### src/rtl/keypad_scanner.sv
// keypad_scanner: column-scanning front end for a 4x4 active-low keypad.
// Drives one column low at a time and waits a settle period on it. When a
// row answers, the scanner locks onto that column and streams the
// synchronized rows to the debouncer. It moves on only after the rows have
// been quiet for a full settle period and the debouncer has dropped hold.
module keypad_scanner #(
  parameter int SETTLE_CYCLES = 16
) (
  input  logic       clk,
  input  logic       reset,
  input  logic [3:0] rows_n,
  input  logic       hold,
  output logic [3:0] cols_n,
  output logic [3:0] q_row_keys,
  output logic [3:0] hex_R_out,
  output logic       key_valid,
  output logic       multi_key
);

  localparam int CW = (SETTLE_CYCLES > 2) ? $clog2(SETTLE_CYCLES) : 1;
  // Last dwell count in SCAN; the sample of act is taken on this count.
  localparam logic [CW-1:0] DWELL_LAST = CW'(SETTLE_CYCLES - 1);
  // The LOCK->RELEASE edge already consumed one quiet cycle, so the
  // RELEASE count reaches SETTLE_CYCLES quiet samples at SETTLE_CYCLES-2.
  localparam logic [CW-1:0] QUIET_LAST = CW'(SETTLE_CYCLES - 2);

  typedef enum logic [1:0] {SCAN, LOCK, RELEASE} state_t;

  state_t      state;
  logic [CW-1:0] cnt;
  logic [1:0]  col_idx;
  logic [3:0]  sync_q1, sync_q2;
  logic [3:0]  act;
  logic [1:0]  lo_row;
  logic        act_multi;
  logic [1:0]  col_next;

  // Two-flop synchronizer; idle rows are pulled up so reset to all ones.
  always_ff @(posedge clk or posedge reset) begin
    if (reset) begin
      sync_q1 <= 4'b1111;
      sync_q2 <= 4'b1111;
    end else begin
      sync_q1 <= rows_n;
      sync_q2 <= sync_q1;
    end
  end

  assign act       = ~sync_q2;
  assign act_multi = (act & (act - 4'd1)) != 4'd0;
  assign col_next  = col_idx + 2'd1;

  // Lowest active row wins the decode when several rows share the column.
  always_comb begin
    lo_row = 2'd0;
    if (act[0])      lo_row = 2'd0;
    else if (act[1]) lo_row = 2'd1;
    else if (act[2]) lo_row = 2'd2;
    else if (act[3]) lo_row = 2'd3;
  end

  function automatic logic [3:0] key_code(input logic [1:0] r, input logic [1:0] c);
    logic [3:0] code;
    case ({r, c})
      4'b00_00: code = 4'h1;
      4'b00_01: code = 4'h2;
      4'b00_10: code = 4'h3;
      4'b00_11: code = 4'hA;
      4'b01_00: code = 4'h4;
      4'b01_01: code = 4'h5;
      4'b01_10: code = 4'h6;
      4'b01_11: code = 4'hB;
      4'b10_00: code = 4'h7;
      4'b10_01: code = 4'h8;
      4'b10_10: code = 4'h9;
      4'b10_11: code = 4'hC;
      4'b11_00: code = 4'hE;
      4'b11_01: code = 4'h0;
      4'b11_10: code = 4'hF;
      default:  code = 4'hD;
    endcase
    return code;
  endfunction

  function automatic logic [3:0] col_drive(input logic [1:0] c);
    return ~(4'b0001 << c);
  endfunction

  // Scan / lock / release controller with all outputs registered.
  always_ff @(posedge clk or posedge reset) begin
    if (reset) begin
      state      <= SCAN;
      cnt        <= '0;
      col_idx    <= 2'd0;
      cols_n     <= 4'b1110;
      q_row_keys <= 4'd0;
      hex_R_out  <= 4'd0;
      key_valid  <= 1'b0;
      multi_key  <= 1'b0;
    end else begin
      case (state)
        SCAN: begin
          q_row_keys <= 4'd0;
          key_valid  <= 1'b0;
          multi_key  <= 1'b0;
          if (cnt == DWELL_LAST) begin
            cnt <= '0;
            if (act != 4'd0) begin
              state      <= LOCK;
              q_row_keys <= act;
              hex_R_out  <= key_code(lo_row, col_idx);
              key_valid  <= 1'b1;
              multi_key  <= act_multi;
            end else begin
              col_idx <= col_next;
              cols_n  <= col_drive(col_next);
            end
          end else begin
            cnt <= cnt + 1'b1;
          end
        end
        LOCK: begin
          q_row_keys <= act;
          multi_key  <= act_multi;
          key_valid  <= 1'b1;
          if (act == 4'd0) begin
            state <= RELEASE;
            cnt   <= '0;
          end
        end
        RELEASE: begin
          q_row_keys <= act;
          if (act != 4'd0) begin
            // Bounce: back to LOCK with the original code kept.
            state     <= LOCK;
            multi_key <= act_multi;
          end else if (cnt >= QUIET_LAST) begin
            if (!hold) begin
              state      <= SCAN;
              cnt        <= '0;
              col_idx    <= col_next;
              cols_n     <= col_drive(col_next);
              key_valid  <= 1'b0;
              multi_key  <= 1'b0;
              q_row_keys <= 4'd0;
            end
            // With hold high the count simply stays saturated.
          end else begin
            cnt <= cnt + 1'b1;
          end
        end
        default: begin
          state <= SCAN;
          cnt   <= '0;
        end
      endcase
    end
  end

endmodule

### config.mk
export PLATFORM = sky130hd
export DESIGN_NAME = keypad_scanner
export DESIGN_NICKNAME = d
export VERILOG_FILES = /design/src/rtl/keypad_scanner.sv
export SDC_FILE = /design/constraint.sdc
export NUM_CORES = 1
export LEC_CHECK = 0
export ABC_CLOCK_PERIOD_IN_PS = 2550
export BUFFER_PORTS_ARGS = -buffer_cell sky130_fd_sc_hd__buf_4
export CAP_MARGIN = 20
export CORE_MARGIN = 2
export CORE_UTILIZATION = 61
export CTS_CLUSTER_DIAMETER = 80
export DETAILED_ROUTE_END_ITERATION = 10
export PLACE_DENSITY = 0.84
export SLEW_MARGIN = 5
export SYNTH_ARGS = -nofsm -noshare
export SYNTH_HDL_FRONTEND = slang
export SYNTH_SLANG_ARGS = --single-unit
### constraint.sdc
create_clock -name clk -period 2.55 [get_ports clk]
set_input_delay 0.255 -clock clk [delete_from_list [all_inputs] [get_ports clk]]
set_output_delay 0.255 -clock clk [all_outputs]
set_load 0.01 [all_outputs]
==> out/metrics.yaml, run 1 <==
status: "finished clean"
vdd_drop_max_uv: 1050
ys_async_sr_fraction_pct: 100
share_comb_of_total_power_pct: 38.6
leakagePower_nw: 0.974
gp_congestion: 0.847
required_ns: 2.77
period_needed_ns: 1.81
vias: 1203
num-nets-final: 198
clkLatencyLatePin_ns: 0.34
maxCapViolCount: 0
portBuffers: 20
syn-cell-area_um2: 1630
fin_cells: 209
power.density_nw_per_um2: 1010
drt_iter0_drc: 23
crit_start: "cnt[0]"
maxSlewViolCount: 0
grt-ovfl-total: 0
rsz0062_at_grt: "no"
skew_ns: 0.0161
vias_per_cell: 5.76
r2r_cells: 6
cts_resized: 0
reg2reg_slack_ns: 0.74
yosysWarnings: 0
grt_use_met2_pct: 35.2
wl_per_cell_um: 14.4
power_frac_clock_pct: 25.0
cts-htree-levels: 2
worstSetupPathType: "flip-flop to flip-flop"
r2r_end: "cnt[2]"
synth_nets: 168
switching_power_w: 0.000692
worstSetupEndpoint: "cnt[2]"
busiest_layer: "met2"
sw_frac_of_total_pct: 34.6
syn_area_per_cell_um2: 11.0
internal_power_w: 0.00131
antenna_found_initial: 0
die_area_um2: 3100
setup_tns_ns: 0
die_w_um: 55.6
final_common_cell: "buf_4"
final_cell_mix: "buf_4, dfrtp_1, nand2_1, ha_1, inv_1"
tightest_slew_ns: 0.523
boundaryPins: 21
antenna_left: 0
start_util_pct: 65.1
critical_path.max_fanout: 6
wl_mm: 3.01
grt_pass1_vias: 1175
grt_use_met1_pct: 24.7
cts_buffers: 5
drive_gt1_share_pct: 30.7
grt_max_degree: 27
endpoint_kind: "flip-flop"
core_area_um2: 2500
ys_seq_area_share_pct: 47.0
synth-edff-count: 0
diodes: 0
max_freq_ghz: 0.552
dr.pass1.iters: 4
syn_inst: 148
start_kind: "flip-flop"
place_hpwl_mm: 2.13
grt_pass1_wl_mm: 5.08
cp.arrival_ns: 2.03
synthFlopType: "dfrtp_1"
cts_tree: "done"
seqPwrFrac_pct: 36.3
cts_root_buf: "clkbuf_4"
dpl.cell_count: 195
worst_r2r_startpoint: "cnt[0]"
synth_seq_cells: 30
min_period_over_period_pct: 71.1
clock-sinks: 30
synth.lib_cells_used.distinct: 46
rows: 18
track_usage_pct: 21.0
setup_viol: 0
hold_viol_final: 0
die_h_um: 55.6
clk_pin_slew_ns: 0.09
relSlewSlack_pct: 64.8
drc_errors: 0
cts.path.max_buffers: 2
grtUsageMet3_pct: 7.67
area_growth_pct: 22.2
hp-class: "input port to flip-flop"
==> routing by layer <==
layer  share of wire [%]  wire length, um
met1                  44             1330
met2                  50             1510
met3                 3.7              111
met4                 1.9               56
met5                   0                0
==> logic make-up (layout without fill, tap and decap cells) <==
family                     Yosys count  in the layout  synth area share (%)
muxes                                9              9                  5.85
AOI/OAI and AO/OA                   39             39                  18.6
adders and majority gates           14             14                  10.6
and+or+nand+nor                     38             38                  12.7
DFF                                 30             30                  47.0
buffers and inverters               17             48                  4.69
xor gates and xnor gates             1              1                 0.539
==> worst min path at each step <==
| stage | start | endpoint | slack [ns] | cells past startpoint |
|---|---|---|---|---|
| 2_1_floorplan | rows_n[0] | sync_q1[0] | 0.26 | 0 |
| 6_report | hold | cols_n[2] | 0.35 | 4 |
| 5_1_grt | hold | cols_n[2] | 0.33 | 4 |
| 3_5_place_dp | sync_q1[1] | sync_q2[1] | 0.35 | 0 |
| 3_3_place_gp | sync_q1[2] | sync_q2[2] | 0.35 | 0 |
| 4_1_cts | rows_n[3] | sync_q1[3] | 0.01 | 1 |
==> cell type report <==
class                      instances  area, um2
multi-input combinational        101        786
sequential                        30        764
fill                             144        513
timing repair buffer              28        243
clock inverter                     2       60.1
clock buffer                       6       51.3
inverter                          12       45.0
tap                               30       37.5
==> sequential cells by signal, indices dropped and copies added, names as in the netlist <==
signal	flops
cnt	4
cols_n	4
hex_R_out	4
q_row_keys	4
sync_q1	4
sync_q2	4
col_idx	2
state	2
key_valid	1
multi_key	1
==> power by group through the flow <==
stage	combinational, W	sequential (W)	clock, W
final	0.000772	0.000726	0.000500
after floorplan	0.000543	0.000731	0
after detailed placement	0.000759	0.000736	0
after CTS	0.000765	0.000727	0.000511
after global routing	0.000862	0.000743	0.000538
after global placement	0.000733	0.000724	0
==> what timing repair did <==
item,CTS,global route
buffers inserted,0,0
hold buffers,0,5
hold endpoints to repair,0,8
==> synth_stat cells (2+ instances only) <==
library cell | count | area share, %
nor2_1 | 5 | 1.2
o2bb2ai_1 | 2 | 1.1
mux2_2 | 4 | 2.8
nor4_1 | 2 | 0.77
o21ai_0 | 11 | 3.4
nand2_1 | 16 | 3.7
dfstp_2 | 11 | 18
a21oi_1 | 7 | 2.2
nand3_1 | 4 | 1.2
a21o_1 | 2 | 0.92
dfrtp_1 | 19 | 29
nand2b_1 | 2 | 0.77
mux2i_1 | 5 | 3.1
buf_4 | 3 | 1.4
ha_1 | 13 | 10
inv_1 | 12 | 2.8
==> critical path: stages, from the launching register on <==
cell	delay (ns)
dfrtp_1	0.42
inv_1	0.07
ha_1	0.20
o211ai_2	0.29
o2bb2ai_2	0.15
or2_4	0.29
a211o_1	0.29
==> through the flow <==
stage	total power (W)	util [%]	hold WS (ns)	worst slack, ns	cell area, um2
2_1_floorplan	0.00127	-	0.259	0.849	1630
3_3_place_gp	0.00146	71.9	0.346	0.809	1800
3_5_place_dp	0.00150	71.9	0.349	0.754	1800
4_1_cts	0.00200	76.4	0.0142	0.740	1910
5_1_grt	0.00214	79.5	0.334	0.603	1990
6_report	0.00200	79.5	0.345	0.738	1990
(Power assumes the default switching activity.)
==> run 2, diff against run 1 <==
- ABC_AREA: unset -> 1
- ABC_CLOCK_PERIOD_IN_PS: 2550 -> 1900
- CORE_UTILIZATION: 61 -> 57
- PLACE_DENSITY: 0.84 -> 0.79
- clock period: 2.55 -> 1.9 ns (I/O delays scaled with it)
==> out/metrics.yaml, run 2 <==
status: "finished clean"
clock-sinks: 30  # unchanged
fin_total_pwr_w: 0.00262  # +31%
synth-edff-count: 0  # unchanged
cp_cell_sequence: "inv_1 > ha_1 > or2_1 > mux2i_2 > nor2_1 > nand3_1 > nand2_1"
dp_slack_ns: 0.205  # -0.549 ns
drc_errors: 0  # unchanged
r2r_cells: 7  # +1
switching_power_w: 0.00106  # +53%
syn_area_per_cell_um2: 8.38  # -24%
start_kind: "flip-flop"
synth_top_area_cell: "dfrtp_1"
max_freq_ghz: 0.606  # +9.8%
synth-adder-area-share_pct: 9.91  # -0.71 points
synth_commonest_cells: "nand2_1, inv_1, dfrtp_1, nand3_1, ha_1"
vias: 1332  # +11%
crit_start: "state[0]"
power_frac_clock_pct: 19.3  # -5.7 points
boundaryPins: 21  # unchanged
min_period_over_period_pct: 86.9  # +16 points
die_w_um: 57.7  # +3.6%
maxSlewViolCount: 0  # unchanged
vdd_drop_max_uv: 1080  # +2.6%
fillers: 230  # +60%
crit_slowest_cell: "dfrtp_1"
wl_per_cell_um: 12.1  # -16%
track_usage_pct: 21.4  # +0.42 points
wl_mm: 3.14  # +4.4%
hp-class: "input port to flip-flop"
final_common_cell: "nand2_1"
slowest_delay_ns: 0.43  # about the same
setup_viol: 0  # unchanged
die_h_um: 57.7  # +3.6%
diodes: 0  # unchanged
place_hpwl_mm: 2.22  # +4.2%
rsz0062_at_grt: "no"
antenna_found_initial: 0  # unchanged
period_needed_ns: 1.65  # -0.162 ns
synthFlopType: "dfrtp_1"
synth.area.top_cells: "dfrtp_1, dfstp_2, nand2_1"
cts_buffers: 5  # unchanged
cts_setup_buffers: 0  # unchanged
grt-ovfl-total: 0  # unchanged
maxCapViolCount: 0  # unchanged
synth.mux.area_fraction_pct: 0.838  # -5.0 points
leakagePower_nw: 1.06  # +9.1%
setup_slack_ns: 0.250  # -0.488 ns
ys_async_sr_fraction_pct: 100  # unchanged
cp.arrival_ns: 1.89  # -0.14 ns
cts.path.max_buffers: 2  # unchanged
syn-cell-area_um2: 1640  # +0.92%
ys_seq_area_share_pct: 46.6  # -0.43 points
gp_congestion: 0.937  # +11%
die_area_um2: 3330  # +7.4%
critical_path.max_fanout: 7  # +1
endpoint_kind: "flip-flop"
grt_max_degree: 31  # +15%
num-nets-final: 247  # +25%
yosys.area_share.simple_pct: 25.9  # +13 points
worst_r2r_startpoint: "state[0]"
drive_gt1_share_pct: 24.1  # -6.6 points
core_area_um2: 2760  # +10%
grt_pass1_wl_mm: 5.24  # +3.1%
hold_viol_final: 0  # unchanged
vias_per_cell: 5.14  # -11%
tightest_slew_ns: 0.365  # -0.158 ns
rows: 19  # +1
worstSetupEndpoint: "multi_key"
synth_nets: 216  # +29%
relSlewSlack_pct: 75.7  # +11 points
sw_frac_of_total_pct: 40.3  # +5.7 points
share_comb_of_total_power_pct: 43.4  # +4.8 points
cts_tree: "done"
reg2reg_slack_ns: 0.25  # -0.49 ns
skew_ns: 0.0106  # -0.00556 ns
power.density_nw_per_um2: 1340  # +33%
cts-htree-levels: 2  # unchanged
portBuffers: 20  # unchanged
dr.pass1.iters: 4  # unchanged
required_ns: 2.14  # -0.63 ns
worstSetupPathType: "flip-flop to flip-flop"
r2r_end: "multi_key"
yosysMostFrequentCell: "nand2_1"
seqPwrFrac_pct: 37.3  # +1.0 points
final_cell_mix: "nand2_1, inv_1, buf_4, dfrtp_1, nand3_1"
grt_pass1_vias: 1230  # +4.7%
clkLatencyLatePin_ns: 0.34  # about the same
yosys.area_share.xor_xnor_pct: 0.534  # -0.0049 points
synth.lib_cells_used.distinct: 27  # -41%
synth_compound_area_share_pct: 9.07  # -9.5 points
setup_tns_ns: 0  # unchanged
synth_seq_cells: 30  # unchanged
yosysTopAreaCellShare_pct: 29.0  # -0.27 points
synth_top_family_by_area: "simple AND/OR/NAND/NOR gates"
antenna_left: 0  # unchanged
clk_pin_slew_ns: 0.10  # about the same
area_growth_pct: 19.3
start_util_pct: 59.5  # -5.5 points
syn_inst: 196  # +32%
drt_iter0_drc: 43  # +87%
hp-start: "hold"
internal_power_w: 0.00156  # +20%
cts_root_buf: "clkbuf_4"
yosysWarnings: 0  # unchanged
==> run 2: cell types whose count changed in the layout (fill, tap and decap cells not counted), moves of 3 or more <==
cell	change
a21oi_1	-5
clkinv_2	+3
inv_1	+13
mux2_2	-4
mux2i_1	-5
nand2_1	+50
nand3_1	+11
nor2_1	+5
o21ai_0	-4
o21ai_2	+5
o31ai_1	+3
==> run 2: worst min path at each step <==
stage                            end  cells past startpoint
after global placement     cols_n[0]                      3
after floorplan           sync_q1[0]                      0
after global routing       key_valid                      6
after CTS                  multi_key                      5
after detailed placement   cols_n[0]                      3
final                      multi_key                      5
==> run 2: worst max-delay path: cells and delay by family (launching register included) <==
kind	cells	cell delay (ns)
fa+ha+maj	1	0.27
flops	1	0.43
mux	1	0.29
buf+inv	1	0.09
simple gates	4	0.47
==> run 2: per-layer routing <==
layer  vias to the layer above  global-route usage [%]  wire, um
li1                        680                       -         -
met2                        33                    37.0      1600
met4                         0                    10.6        64
met5                         -                       0         0
met3                         8                    7.14       153
met1                       611                    23.3      1320
==> run 2: stage by stage <==
step           cell area, um2  util, %  hold WS, ns  instances
4_1_cts                  1950     70.7        0.251        259
5_1_grt                  1960     71.0        0.318        259
6_report                 1960     71.0        0.271        259
2_1_floorplan            1640        -        0.194        196
3_3_place_gp             1820     66.1        0.285        246
3_5_place_dp             1820     66.1        0.293        246
==> run 2: layout make-up <==
type	instances	area, um2	area share, %
inverter	27	103	5.24
clock buffer	5	37.5	1.92
timing repair buffer	26	208	10.6
sequential	30	764	39.0
tap	31	38.8	1.98
clock inverter	3	40.0	2.04
multi-input combinational	137	767	39.2
==> run 2: power groups by stage <==
stage	Clock, W	Combinational (W)	Sequential, W
2_1_floorplan	0	0.000763	0.00100
3_3_place_gp	0	0.00106	0.000973
3_5_place_dp	0	0.00112	0.000989
4_1_cts	0.000517	0.00113	0.000978
5_1_grt	0.000543	0.00129	0.00100
6_report	0.000505	0.00114	0.000977
==> run 2: timing repair <==
action	CTS	global route
hold endpoints to repair	23	0
resized for setup	0	1
endpoints found under the setup margin	0	2
hold buffers	5	0
==> run 2: kinds of logic after synthesis <==
| family | after synthesis |
|---|---|
| adder cells (fa/ha/maj) | 13 |
| AND/OR/NAND/NOR | 100 |
| XOR/XNOR | 1 |
| flip-flops | 30 |
| AO/OA/AOI/OAI | 22 |
| multiplexers | 1 |
| buffers and inverters | 29 |
==> run 3, diff against run 2 <==
- CELL_PAD_IN_SITES_DETAIL_PLACEMENT: unset -> 1
- CELL_PAD_IN_SITES_GLOBAL_PLACEMENT: unset -> 1
- CORE_UTILIZATION: 57 -> 42
- PLACE_DENSITY: 0.79 -> unset
- PLACE_DENSITY_LB_ADDON: unset -> 0.1
==> out/metrics.yaml, run 3 (same netlist as run 2, synthesis figures left out) <==
grtUsageMet3_pct: 4.90  # -2.2 points
clk_pin_slew_ns: 0.07  # -0.03 ns
switching_power_w: 0.00111  # +5.0%
diodes: 0  # unchanged
grt_use_met1_pct: 22.2  # -1.1 points
fin_cells: 272  # +5.0%
setup_viol: 0  # unchanged
drc_errors: 0  # unchanged
wl_mm: 3.56  # +13%
internal_power_w: 0.00168  # +7.3%
cts_root_buf: "clkbuf_8"
portBuffers: 20  # unchanged
dpl.cell_count: 263  # +6.9%
vias_per_cell: 5.05  # -1.8%
grt_pass1_wl_mm: 6.51  # +24%
maxCapViolCount: 0  # unchanged
die_h_um: 66.5  # +15%
skew_ns: 0.00553  # -0.00506 ns
holdPathStages: 1  # -4
clock-sinks: 30  # unchanged
grt_pass1_vias: 1509  # +23%
setup_tns_ns: 0  # unchanged
gp_congestion: 0.840  # -10%
hold_viol_final: 0  # unchanged
hp-start: "rows_n[0]"
dr.pass1.iters: 4  # unchanged
worst_r2r_startpoint: "state[0]"
cts-htree-levels: 2  # unchanged
rows: 22  # +3
place_hpwl_mm: 2.71  # +22%
hold_end: "sync_q1[0]"
fin_area_um2: 1980  # +0.89%
seqPwrFrac_pct: 35.2  # -2.1 points
maxSlewViolCount: 0  # unchanged
status: "finished clean"
cts.path.max_buffers: 2  # unchanged
area_growth_pct: 20.4
die_area_um2: 4420  # +33%
grt-ovfl-total: 0  # unchanged
dpl_cell_area_um2: 1840  # +1.2%
reg2reg_slack_ns: 0.21  # -0.04 ns
start_util_pct: 44.2  # -15 points
antenna_left: 0  # unchanged
grt_use_met2_pct: 34.8  # -2.3 points
power.density_nw_per_um2: 1410  # +5.4%
worstSetupPathType: "flip-flop to flip-flop"
final_cell_mix: "nand2_1, inv_1, buf_4, dfrtp_1, nand3_1"
whs_ns: 0.0101  # -0.261 ns
num-nets-final: 243  # -1.6%
busiest_layer: "met2"
vias: 1374  # +3.2%
grt_max_degree: 31  # unchanged
boundaryPins: 21  # unchanged
final_common_cell: "nand2_1"
start_kind: "flip-flop"
fillers: 467  # +100%
rsz0062_at_grt: "no"
max_freq_ghz: 0.593  # -2.1%
cts_buffers: 5  # unchanged
r2r_cells: 7  # unchanged
hp-class: "input port to flip-flop"
relSlewSlack_pct: 74.3  # -1.4 points
crit_slowest_cell: "dfrtp_1"
core_area_um2: 3720  # +35%
die_w_um: 66.5  # +15%
r2r_end: "multi_key"
drt_iter0_drc: 51  # +19%
track_usage_pct: 19.5  # -1.9 points
tightest_slew_ns: 0.386  # +0.0213 ns
power_frac_clock_pct: 23.2  # +3.9 points
min_period_over_period_pct: 88.7  # +1.9 points
antenna_found_initial: 0  # unchanged
critical_path.max_fanout: 7  # unchanged
slowest_delay_ns: 0.42  # about the same
clkLatencyLatePin_ns: 0.28  # -0.06 ns
cp_cell_sequence: "inv_1 > ha_1 > or2_1 > mux2i_2 > nor2_1 > nand3_1 > nand2_1"
sw_frac_of_total_pct: 39.8  # -0.52 points
endpoint_kind: "flip-flop"
share_comb_of_total_power_pct: 41.5  # -1.9 points
cts_tree: "done"
required_ns: 2.07  # -0.07 ns
drive_gt1_share_pct: 24.6  # +0.43 points
leakagePower_nw: 1.05  # -1.1%
period_needed_ns: 1.69  # +0.0357 ns
vdd_drop_max_uv: 646  # -40%
wl_per_cell_um: 13.1  # +8.0%
cp.arrival_ns: 1.85  # -0.04 ns
## run 3: cell count changes in the layout (fill, tap and decap cells not counted)
| cell | change |
|---|---|
| dlygate4sd3_1 | -4 |
| clkbuf_8 | +5 |
| clkbuf_4 | -5 |
| clkinvlp_4 | +2 |
| clkinv_2 | -2 |
## run 3: area by class of cell
cell class / instances / area [um2] / share of cell area, %
clock buffer: 5 / 68.8 / 3.48
clock inverter: 3 / 45.0 / 2.28
inverter: 27 / 103 / 5.19
multi-input combinational: 137 / 767 / 38.8
sequential: 30 / 764 / 38.7
tap: 48 / 60.1 / 3.04
timing repair buffer: 22 / 168 / 8.49
## run 3: worst max-delay path by stage
stage          startpoint  slack [ns]    endpoint
2_1_floorplan    state[0]        0.42   multi_key
3_3_place_gp     state[0]        0.27  col_idx[0]
3_5_place_dp     state[0]        0.18  col_idx[0]
4_1_cts          state[0]        0.16  col_idx[0]
5_1_grt          state[0]        0.06   multi_key
6_report         state[0]        0.21   multi_key
## run 3: power groups by stage
stage	Sequential [W]	Clock [W]	Combinational, W
after floorplan	0.00100	0	0.000763
after detailed placement	0.000989	0	0.00116
after global routing	0.00101	0.000689	0.00133
after global placement	0.000978	0	0.00109
after CTS	0.000983	0.000664	0.00117
final	0.000983	0.000647	0.00116
## run 3: repair_timing
| action | 4_1_cts | 5_1_grt |
|---|---|---|
| setup endpoints to repair | 0 | 3 |
| gates resized for setup | 0 | 1 |
| buffers inserted | 0 | 0 |
| hold buffers | 1 | 0 |
| endpoints found under the hold margin | 7 | 0 |
## run 3: through the flow
step | total power (W) | utilization (%) | setup slack (ns)
detailed placement | 0.00214 | 49.6 | 0.182
global placement | 0.00206 | 49.6 | 0.267
global route | 0.00303 | 53.2 | 0.0623
floorplan | 0.00176 | - | 0.423
CTS | 0.00282 | 53.0 | 0.158
finish | 0.00279 | 53.2 | 0.214
## run 3: metal layers
| layer | up-vias | wire [um] |
|---|---|---|
| li1 | 669 | - |
| met1 | 671 | 1560 |
| met2 | 25 | 1810 |
| met3 | 9 | 130 |
| met4 | 0 | 67 |
| met5 | - | 0 |
## run 3: critical path: cells and delay by family, from the launching register on
kind | cells | cell delay, ns
adders and majority gates | 1 | 0.28
buffers and inverters | 1 | 0.08
DFF | 1 | 0.42
muxes | 1 | 0.30
and+or+nand+nor | 4 | 0.48
